**src/rtl/ef_apb_wb_irq_bridge_if.sv**
```systemverilog
// ----------------------------------------------------------------------------
// ef_apb_wb_irq_bridge_if
// APB3 slave-side bundle used by the APB-to-Wishbone/IRQ bridge.
//   psel, penable, pwrite : APB control (master -> slave)
//   paddr, pwdata         : 32-bit byte address / write data (master -> slave)
//   prdata                : 32-bit read data (slave -> master)
//   pready, pslverr       : completion pulse and error flag (slave -> master)
// ----------------------------------------------------------------------------
interface ef_apb_wb_irq_bridge_if;
  logic        psel;
  logic        penable;
  logic        pwrite;
  logic [31:0] paddr;
  logic [31:0] pwdata;
  logic [31:0] prdata;
  logic        pready;
  logic        pslverr;

  modport master (
    output psel, penable, pwrite, paddr, pwdata,
    input  prdata, pready, pslverr
  );

  modport slave (
    input  psel, penable, pwrite, paddr, pwdata,
    output prdata, pready, pslverr
  );
endinterface

```
**src/rtl/ef_apb_wb_irq_bridge.sv**
```systemverilog
// ----------------------------------------------------------------------------
// ef_apb_wb_irq_bridge
// APB slave that forwards accesses outside the local register page to a
// Wishbone core (with a bounded wait) and hosts an IM/MIS/RIS/ICR interrupt
// block for NUM_IRQ sources, each level or rising-edge sticky.
// Ports:
//   clk, rst        : clock, synchronous active-high reset
//   apb             : APB slave bundle (prdata/pready/pslverr registered)
//   wb_cyc_o/stb_o  : Wishbone cycle/strobe (registered, always equal)
//   wb_we_o         : Wishbone write enable
//   wb_adr_o        : Wishbone word address
//   wb_dat_o        : Wishbone write data
//   wb_sel_o        : Wishbone byte selects (all ones)
//   wb_dat_i        : Wishbone read data
//   wb_ack_i        : Wishbone acknowledge
//   irq_src_i       : raw interrupt sources
//   irq_o           : registered OR of masked interrupt status
// ----------------------------------------------------------------------------
module ef_apb_wb_irq_bridge #(
  parameter int unsigned NUM_IRQ        = 9,
  parameter logic [31:0] IRQ_EDGE_MASK  = 32'h0,
  parameter int unsigned WB_DW          = 16,
  parameter int unsigned WB_AW          = 3,
  parameter logic [7:0]  REG_PAGE       = 8'h0F,
  parameter int unsigned TIMEOUT_CYCLES = 255
) (
  input  logic                 clk,
  input  logic                 rst,
  ef_apb_wb_irq_bridge_if.slave apb,
  output logic                 wb_cyc_o,
  output logic                 wb_stb_o,
  output logic                 wb_we_o,
  output logic [WB_AW-1:0]     wb_adr_o,
  output logic [WB_DW-1:0]     wb_dat_o,
  output logic [WB_DW/8-1:0]   wb_sel_o,
  input  logic [WB_DW-1:0]     wb_dat_i,
  input  logic                 wb_ack_i,
  input  logic [NUM_IRQ-1:0]   irq_src_i,
  output logic                 irq_o
);

  localparam int unsigned SEL_W = WB_DW / 8;
  localparam int unsigned BSH   = $clog2(SEL_W);
  localparam int unsigned CNT_W = 16;
  localparam logic [CNT_W-1:0]   CNT_LAST = CNT_W'(TIMEOUT_CYCLES - 1);
  localparam logic [NUM_IRQ-1:0] EDGE_M   = IRQ_EDGE_MASK[NUM_IRQ-1:0];
  localparam logic [31:0]        BAD_DATA = 32'hDEADBEEF;

  typedef enum logic [1:0] {IDLE, WB_WAIT, RESP} state_t;

  state_t             state_q, state_d;
  logic               cyc_q, cyc_d;
  logic               we_q, we_d;
  logic [WB_AW-1:0]   adr_q, adr_d;
  logic [WB_DW-1:0]   dat_q, dat_d;
  logic [CNT_W-1:0]   cnt_q, cnt_d;
  logic [31:0]        prdata_q, prdata_d;
  logic               pready_q, pready_d;
  logic               pslverr_q, pslverr_d;
  logic [NUM_IRQ-1:0] im_q, im_d;
  logic [NUM_IRQ-1:0] ris_q, ris_d;
  logic [NUM_IRQ-1:0] src_q;
  logic [NUM_IRQ-1:0] icr_clr;
  logic               irq_q;

  // Address bits above the page select and unused write-data bits are dropped.
  logic unused_apb;
  assign unused_apb = ^{apb.paddr[31:16], apb.pwdata};

  // State register and all registered outputs.
  always_ff @(posedge clk) begin
    if (rst) begin
      state_q   <= IDLE;
      cyc_q     <= 1'b0;
      we_q      <= 1'b0;
      adr_q     <= '0;
      dat_q     <= '0;
      cnt_q     <= '0;
      prdata_q  <= '0;
      pready_q  <= 1'b0;
      pslverr_q <= 1'b0;
      im_q      <= '0;
      ris_q     <= '0;
      src_q     <= '0;
      irq_q     <= 1'b0;
    end else begin
      state_q   <= state_d;
      cyc_q     <= cyc_d;
      we_q      <= we_d;
      adr_q     <= adr_d;
      dat_q     <= dat_d;
      cnt_q     <= cnt_d;
      prdata_q  <= prdata_d;
      pready_q  <= pready_d;
      pslverr_q <= pslverr_d;
      im_q      <= im_d;
      ris_q     <= ris_d;
      src_q     <= irq_src_i;
      irq_q     <= |(ris_q & im_q);
    end
  end

  // Transaction FSM: local register actions, Wishbone handshake, response.
  always_comb begin
    state_d   = state_q;
    cyc_d     = cyc_q;
    we_d      = we_q;
    adr_d     = adr_q;
    dat_d     = dat_q;
    cnt_d     = cnt_q;
    prdata_d  = prdata_q;
    pready_d  = 1'b0;
    pslverr_d = pslverr_q;
    im_d      = im_q;
    icr_clr   = '0;
    case (state_q)
      IDLE: begin
        if (apb.psel && apb.penable) begin
          if (apb.paddr[15:8] == REG_PAGE) begin
            state_d   = RESP;
            pready_d  = 1'b1;
            pslverr_d = 1'b0;
            // Read data reflects register contents before this edge's write.
            case (apb.paddr[7:0])
              8'h00: begin
                prdata_d = 32'(im_q);
                if (apb.pwrite) im_d = apb.pwdata[NUM_IRQ-1:0];
              end
              8'h04: prdata_d = 32'(ris_q & im_q);
              8'h08: prdata_d = 32'(ris_q);
              8'h0C: begin
                prdata_d = '0;
                if (apb.pwrite) icr_clr = apb.pwdata[NUM_IRQ-1:0] & EDGE_M;
              end
              default: begin
                prdata_d  = BAD_DATA;
                pslverr_d = 1'b1;
              end
            endcase
          end else begin
            state_d = WB_WAIT;
            cyc_d   = 1'b1;
            we_d    = apb.pwrite;
            adr_d   = apb.paddr[WB_AW+BSH-1:BSH];
            dat_d   = apb.pwdata[WB_DW-1:0];
            cnt_d   = '0;
          end
        end
      end
      WB_WAIT: begin
        if (wb_ack_i) begin
          state_d   = RESP;
          cyc_d     = 1'b0;
          prdata_d  = 32'(wb_dat_i);
          pslverr_d = 1'b0;
          pready_d  = 1'b1;
        end else if (cnt_q == CNT_LAST) begin
          state_d   = RESP;
          cyc_d     = 1'b0;
          prdata_d  = BAD_DATA;
          pslverr_d = 1'b1;
          pready_d  = 1'b1;
        end else begin
          cnt_d = cnt_q + CNT_W'(1);
        end
      end
      RESP:    state_d = IDLE;
      default: state_d = IDLE;
    endcase
  end

  // Raw status: level bits follow the source; edge bits stick, set beats clear.
  always_comb begin
    ris_d = irq_src_i;
    for (int i = 0; i < int'(NUM_IRQ); i++) begin
      if (EDGE_M[i]) ris_d[i] = (irq_src_i[i] & ~src_q[i]) | (ris_q[i] & ~icr_clr[i]);
    end
  end

  assign apb.prdata  = prdata_q;
  assign apb.pready  = pready_q;
  assign apb.pslverr = pslverr_q;
  assign wb_cyc_o    = cyc_q;
  assign wb_stb_o    = cyc_q;
  assign wb_we_o     = we_q;
  assign wb_adr_o    = adr_q;
  assign wb_dat_o    = dat_q;
  assign wb_sel_o    = '1;
  assign irq_o       = irq_q;

endmodule

```
**src/flat_wrapper.sv**
```systemverilog
// flat-port wrapper written by rule: the top's interface ports become plain ports
module ef_apb_wb_irq_bridge_flat 
#(
  parameter int unsigned NUM_IRQ        = 9,
  parameter logic [31:0] IRQ_EDGE_MASK  = 32'h0,
  parameter int unsigned WB_DW          = 16,
  parameter int unsigned WB_AW          = 3,
  parameter logic [7:0]  REG_PAGE       = 8'h0F,
  parameter int unsigned TIMEOUT_CYCLES = 255
)
  (clk, rst, wb_cyc_o, wb_stb_o, wb_we_o, wb_adr_o, wb_dat_o, wb_sel_o, wb_dat_i, wb_ack_i, irq_src_i, irq_o, apb_psel, apb_penable, apb_pwrite, apb_paddr, apb_pwdata, apb_prdata, apb_pready, apb_pslverr);
  ef_apb_wb_irq_bridge_if apb_i ();
  input  logic clk;
  input  logic rst;
  output logic wb_cyc_o;
  output logic wb_stb_o;
  output logic wb_we_o;
  output logic [WB_AW-1:0] wb_adr_o;
  output logic [WB_DW-1:0] wb_dat_o;
  output logic [WB_DW/8-1:0] wb_sel_o;
  input  logic [WB_DW-1:0] wb_dat_i;
  input  logic wb_ack_i;
  input  logic [NUM_IRQ-1:0] irq_src_i;
  output logic irq_o;
  input wire logic [$bits(apb_i.psel)-1:0] apb_psel;
  input wire logic [$bits(apb_i.penable)-1:0] apb_penable;
  input wire logic [$bits(apb_i.pwrite)-1:0] apb_pwrite;
  input wire logic [$bits(apb_i.paddr)-1:0] apb_paddr;
  input wire logic [$bits(apb_i.pwdata)-1:0] apb_pwdata;
  output wire logic [$bits(apb_i.prdata)-1:0] apb_prdata;
  output wire logic [$bits(apb_i.pready)-1:0] apb_pready;
  output wire logic [$bits(apb_i.pslverr)-1:0] apb_pslverr;
  assign apb_i.psel = apb_psel;
  assign apb_i.penable = apb_penable;
  assign apb_i.pwrite = apb_pwrite;
  assign apb_i.paddr = apb_paddr;
  assign apb_i.pwdata = apb_pwdata;
  assign apb_prdata = apb_i.prdata;
  assign apb_pready = apb_i.pready;
  assign apb_pslverr = apb_i.pslverr;
  ef_apb_wb_irq_bridge #(.NUM_IRQ(NUM_IRQ), .IRQ_EDGE_MASK(IRQ_EDGE_MASK), .WB_DW(WB_DW), .WB_AW(WB_AW), .REG_PAGE(REG_PAGE), .TIMEOUT_CYCLES(TIMEOUT_CYCLES)) u_core (.clk(clk), .rst(rst), .apb(apb_i), .wb_cyc_o(wb_cyc_o), .wb_stb_o(wb_stb_o), .wb_we_o(wb_we_o), .wb_adr_o(wb_adr_o), .wb_dat_o(wb_dat_o), .wb_sel_o(wb_sel_o), .wb_dat_i(wb_dat_i), .wb_ack_i(wb_ack_i), .irq_src_i(irq_src_i), .irq_o(irq_o));
endmodule
```
**config.mk**
```make
export PLATFORM = sky130hd
export DESIGN_NAME = ef_apb_wb_irq_bridge_flat
export DESIGN_NICKNAME = d
export VERILOG_FILES = /design/src/rtl/ef_apb_wb_irq_bridge_if.sv /design/src/rtl/ef_apb_wb_irq_bridge.sv /design/src/flat_wrapper.sv
export SDC_FILE = /design/constraint.sdc
export NUM_CORES = 1
export LEC_CHECK = 0
export BUFFER_PORTS_ARGS = -buffer_cell sky130_fd_sc_hd__buf_2
export CAP_MARGIN = 25
export CORE_ASPECT_RATIO = 1.2
export CORE_MARGIN = 2
export CORE_UTILIZATION = 40
export DETAILED_ROUTE_END_ITERATION = 10
export GPL_ROUTABILITY_DRIVEN = 0
export PLACE_DENSITY_LB_ADDON = 0.2
export SLEW_MARGIN = 10
export SYNTH_ARGS = -nofsm -noshare
export SYNTH_HDL_FRONTEND = slang
export SYNTH_SLANG_ARGS = --single-unit
```
**constraint.sdc**
```tcl
create_clock -name clk -period 4.15 [get_ports clk]
set_input_delay 0.6225 -clock clk [delete_from_list [all_inputs] [get_ports clk]]
set_output_delay 0.6225 -clock clk [all_outputs]
set_load 0.01 [all_outputs]
```
==> impl_summary.txt <==
----------------------------------------------------
[Setup path]
  Peak fanout along the critical path ... 11
  Slowest cell on the critical path ... sky130_fd_sc_hd__o211ai_1
  Buffer and inverter count on the worst path ... 0
  Stage delay of the slowest cell on the critical path ... 730 ps
  Path type of the worst setup path ... flip-flop to flip-flop
  Worst reg2reg endpoint ... u_core.apb.prdata[15]$_SDFFE_PP0P_
  Kind of end point of the critical path ... flip-flop
  Required arrival time at the worst endpoint ... 4420 ps
  Cells on worst reg2reg path ... 5
  Crit path cell chain ... nor4_1, nand4_2, o211ai_1, nand3_1, a31oi_1
  Reg2Reg Setup Slack ... 1620 ps
  Type of element launching the critical path ... flip-flop
  Critical register-to-register path startpoint ... u_core.cnt_q[12]$_SDFFE_PP0P_
  Worst Path Arrival ... 2800 ps
  Critical path's top delay family ... simple AND/OR/NAND/NOR gates

[Synthesis]
  Avg Cell Area, Syn ... 8.41 sq um
  Share of async-settable or async-resettable flops after synthesis ... 0%
  Prevailing post-synth register cell ... sky130_fd_sc_hd__dfxtp_1
  Synth top area share ... 44.9%
  Post-synthesis instance area ... 3390 sq um
  Top cells by instance count after synthesis ... 76 x sky130_fd_sc_hd__dfxtp_1, 72 x sky130_fd_sc_hd__nand2_1, 46 x sky130_fd_sc_hd__a21oi_1
  Number of enable flip-flop cells after synthesis ... 0
  Total of flip-flops plus latches after synthesis ... 76
  Library cell with the largest summed area after synthesis ... sky130_fd_sc_hd__dfxtp_1
  Post-synthesis instance total ... 403
  Most repeated cell in the gate-level netlist after synthesis ... sky130_fd_sc_hd__dfxtp_1
  Synth cell types ... 47
  Warnings from Yosys ... 0
  Dominant cells by area after synthesis ... sky130_fd_sc_hd__dfxtp_1 45%, sky130_fd_sc_hd__nand2_1 8.0%, sky130_fd_sc_hd__a21oi_1 6.8%, sky130_fd_sc_hd__mux2i_1 5.0%, sky130_fd_sc_hd__buf_4 4.2%
  Sequential element share of the synthesized area ... 44.9%

[STA]
  Number of hold-slack violations in the final timing report ... 0
  Worst slack on hold paths ... 452 ps
  Timing-limited maximum frequency ... 395 MHz
  RSZ-0062 raised after global routing ... false
  Worst-margin pin slew ... 824 ps
  Normalized max-slew margin ... 44.9%
  Period utilisation layout ... 60.9%
  Endpoints failing setup ... 0
  Sum Neg Setup Slack ... 0 ps
  Post-route minimum period ... 2530 ps
  Max Clock Skew ... 7.44 ps
  Number of max-slew violations in the final report ... 0

[Hold path]
  Class of the most critical hold timing path ... flip-flop to flip-flop
  Hold EP ... u_core.apb.prdata[6]$_SDFFE_PP0P_
  Number of cells on the worst hold path ... 2
  Start point of the worst min-delay path ... u_core.apb.prdata[6]$_SDFFE_PP0P_

[Job]
  Number of max-cap violations ... 0

[Drt]
  Via Count ... 3141
  Per-cell routed wire length ... 14.2 um
  Via/cell ratio ... 5.14
  Number of violations reported at the end of detailed-routing iteration 0 ... 171
  Count of nets left with antenna violations after detail routing ... 0
  First-pass iteration count of the detailed router ... 4
  Aggregate routed wire length ... 8700 um
  Residual DRC count ... 0

[Outcome]
  Status ... finished clean

[Finish]
  Number of diodes ... 0
  Final instance area ... 4110 sq um
  Fraction of layout cells with a size suffix above 1 ... 28.0%
  Number of nets at the end of the flow ... 590
  Relative area change from synthesis to final layout ... 21.2%
  Final core occ ... 50.1%

[Global routing]
  Via count of the first global-routing pass ... 2911
  GR Util All Layers ... 19.3%
  Largest net degree at the start of global routing ... 45
  GRT Residual Overflow ... 0
  First-pass GRT wire length ... 14000 um
  Antenna violations before repair ... 0

[Floorplanning]
  Ports ... 154
  Number of placement rows ... 36
  Core region area ... 8200 sq um
  Die outline height ... 105 um
  Horiz. Die Dim ... 88.1 um
  Die area ... 9230 sq um
  Starting Density ... 41.4%

[Clock network]
  Post-CTS clock slew at the launch and capture registers of the worst setup and hold paths ... 80 ps
  Buffer levels on the longest clock path ... 2
  Hold buffers post-CTS ... 0
  Number of buffers inserted during clock tree synthesis ... 9
  Insertion delay of the later-clocked pin in the worst-skew pair ... 350 ps
  Clock Sinks ... 76
  Post-cts resize count ... 0
  Number of H-tree levels ... 3
  Clock tree from TritonCTS ... done
  Root buffer selected by CTS ... sky130_fd_sc_hd__clkbuf_8
  Postcts setup bufs ... 0

[Power]
  Static leakage ... 1.69 nW
  Power density normalized to cell area ... 374 nW/um^2
  Final Total Pwr ... 1.54 mW
  Worst-case vdd ir drop ... 0.174 mV

[Place]
  Detailed placement HPWL ... 6410 um
  Placement Cell Area ... 3890 sq um
  Input/output buffers ... 114

----------------------------------------------------
==> state kept, by name, indices dropped and copies added, names as in the netlist <==
| name | flops |
|---|---|
| u_core.wb_cyc_o | 1 |
| u_core.wb_we_o | 1 |
| u_core.irq_o | 1 |
| u_core.state_q | 2 |
| u_core.im_q | 9 |
| u_core.apb.pready | 1 |
| u_core.wb_adr_o | 3 |
| u_core.apb.prdata | 17 |
| u_core.ris_q | 9 |
| u_core.wb_dat_o | 16 |
| u_core.cnt_q | 16 |
==> cell families (layout without fill, tap and decap cells) <==
family	after synthesis	after routing	synth area share, %
buffers and inverters	49	138	8.08
AND/OR/NAND/NOR	155	155	21.9
flip-flops	76	76	44.9
adder cells (fa/ha/maj)	2	2	0.738
multiplexers	17	17	5.02
other	2	7	0.221
AO/OA/AOI/OAI	102	102	19.2
==> power by group <==
part	internal, mW	leakage, nW	switching [mW]	total [mW]
Clock	0.336	0.102	0.278	0.614
Sequential	0.753	0.619	0.0128	0.766
Combinational	0.0640	0.966	0.0933	0.157
==> stage by stage <==
stage          instances  setup WS (ps)
3_3_place_gp         595           1130
5_1_grt              611           1390
3_5_place_dp         595           1070
4_1_cts              610           1320
6_report             611           1620
2_1_floorplan        408           2210
==> worst min-delay path, cell delays in order (launching register included) <==
cell and delay [ps]:
sky130_fd_sc_hd__dfxtp_1 310, sky130_fd_sc_hd__nand2_1 50, sky130_fd_sc_hd__a21oi_1 50
==> cells in the final DEF (no fill, tap or decap), types with 6 or more instances in the layout <==
cell type and n:
sky130_fd_sc_hd__nand2_1 72, sky130_fd_sc_hd__a21oi_1 46, sky130_fd_sc_hd__clkbuf_8 9, sky130_fd_sc_hd__a31oi_1 7
sky130_fd_sc_hd__inv_1 6, sky130_fd_sc_hd__nor3_1 8, sky130_fd_sc_hd__nand4_1 6, sky130_fd_sc_hd__o22ai_1 8
sky130_fd_sc_hd__dfxtp_1 76, sky130_fd_sc_hd__mux2i_1 17, sky130_fd_sc_hd__conb_1 7, sky130_fd_sc_hd__buf_2 114
sky130_fd_sc_hd__nor2b_1 11, sky130_fd_sc_hd__nor2_1 28, sky130_fd_sc_hd__nand3_1 10, sky130_fd_sc_hd__o221ai_1 7
==> layout make-up <==
| type | instances | area [sq um] |
|---|---|---|
| clock buffers | 9 | 124 |
| multi-input cells | 283 | 1610 |
| well taps | 114 | 143 |
| fillers | 829 | 4090 |
| repair buffers | 117 | 597 |
| inverters | 6 | 22.5 |
| flip-flops and latches | 76 | 1520 |
| clock inverters | 6 | 88.8 |
==> how the worst max path moves through the flow <==
stage / start / end / slack [ps] / cells after the start
after floorplan: apb_paddr[13] / u_core.im_q[0]$_SDFFE_PP0P_ / 2210 / 6
after global placement: apb_psel / u_core.cnt_q[4]$_SDFFE_PP0P_ / 1130 / 6
after detailed placement: apb_psel / u_core.cnt_q[4]$_SDFFE_PP0P_ / 1070 / 6
after CTS: u_core.state_q[0]$_SDFFE_PP0P_ / u_core.cnt_q[4]$_SDFFE_PP0P_ / 1320 / 5
after global routing: u_core.cnt_q[12]$_SDFFE_PP0P_ / u_core.apb.prdata[15]$_SDFFE_PP0P_ / 1390 / 5
final: u_core.cnt_q[12]$_SDFFE_PP0P_ / u_core.apb.prdata[15]$_SDFFE_PP0P_ / 1620 / 5
==> metal layers <==
metal  up-vias  part of all wire, %  global-route usage, %  wire, um
met5         -                    0                      0         0
met4         0                  1.1                   7.25        92
met3         9                  5.7                   4.11       494
met2        89                   52                   32.5      4500
met1      1453                   42                   23.8      3620
li1       1590                    -                      -         -
Note: power is estimated with default switching activity, not from simulation.
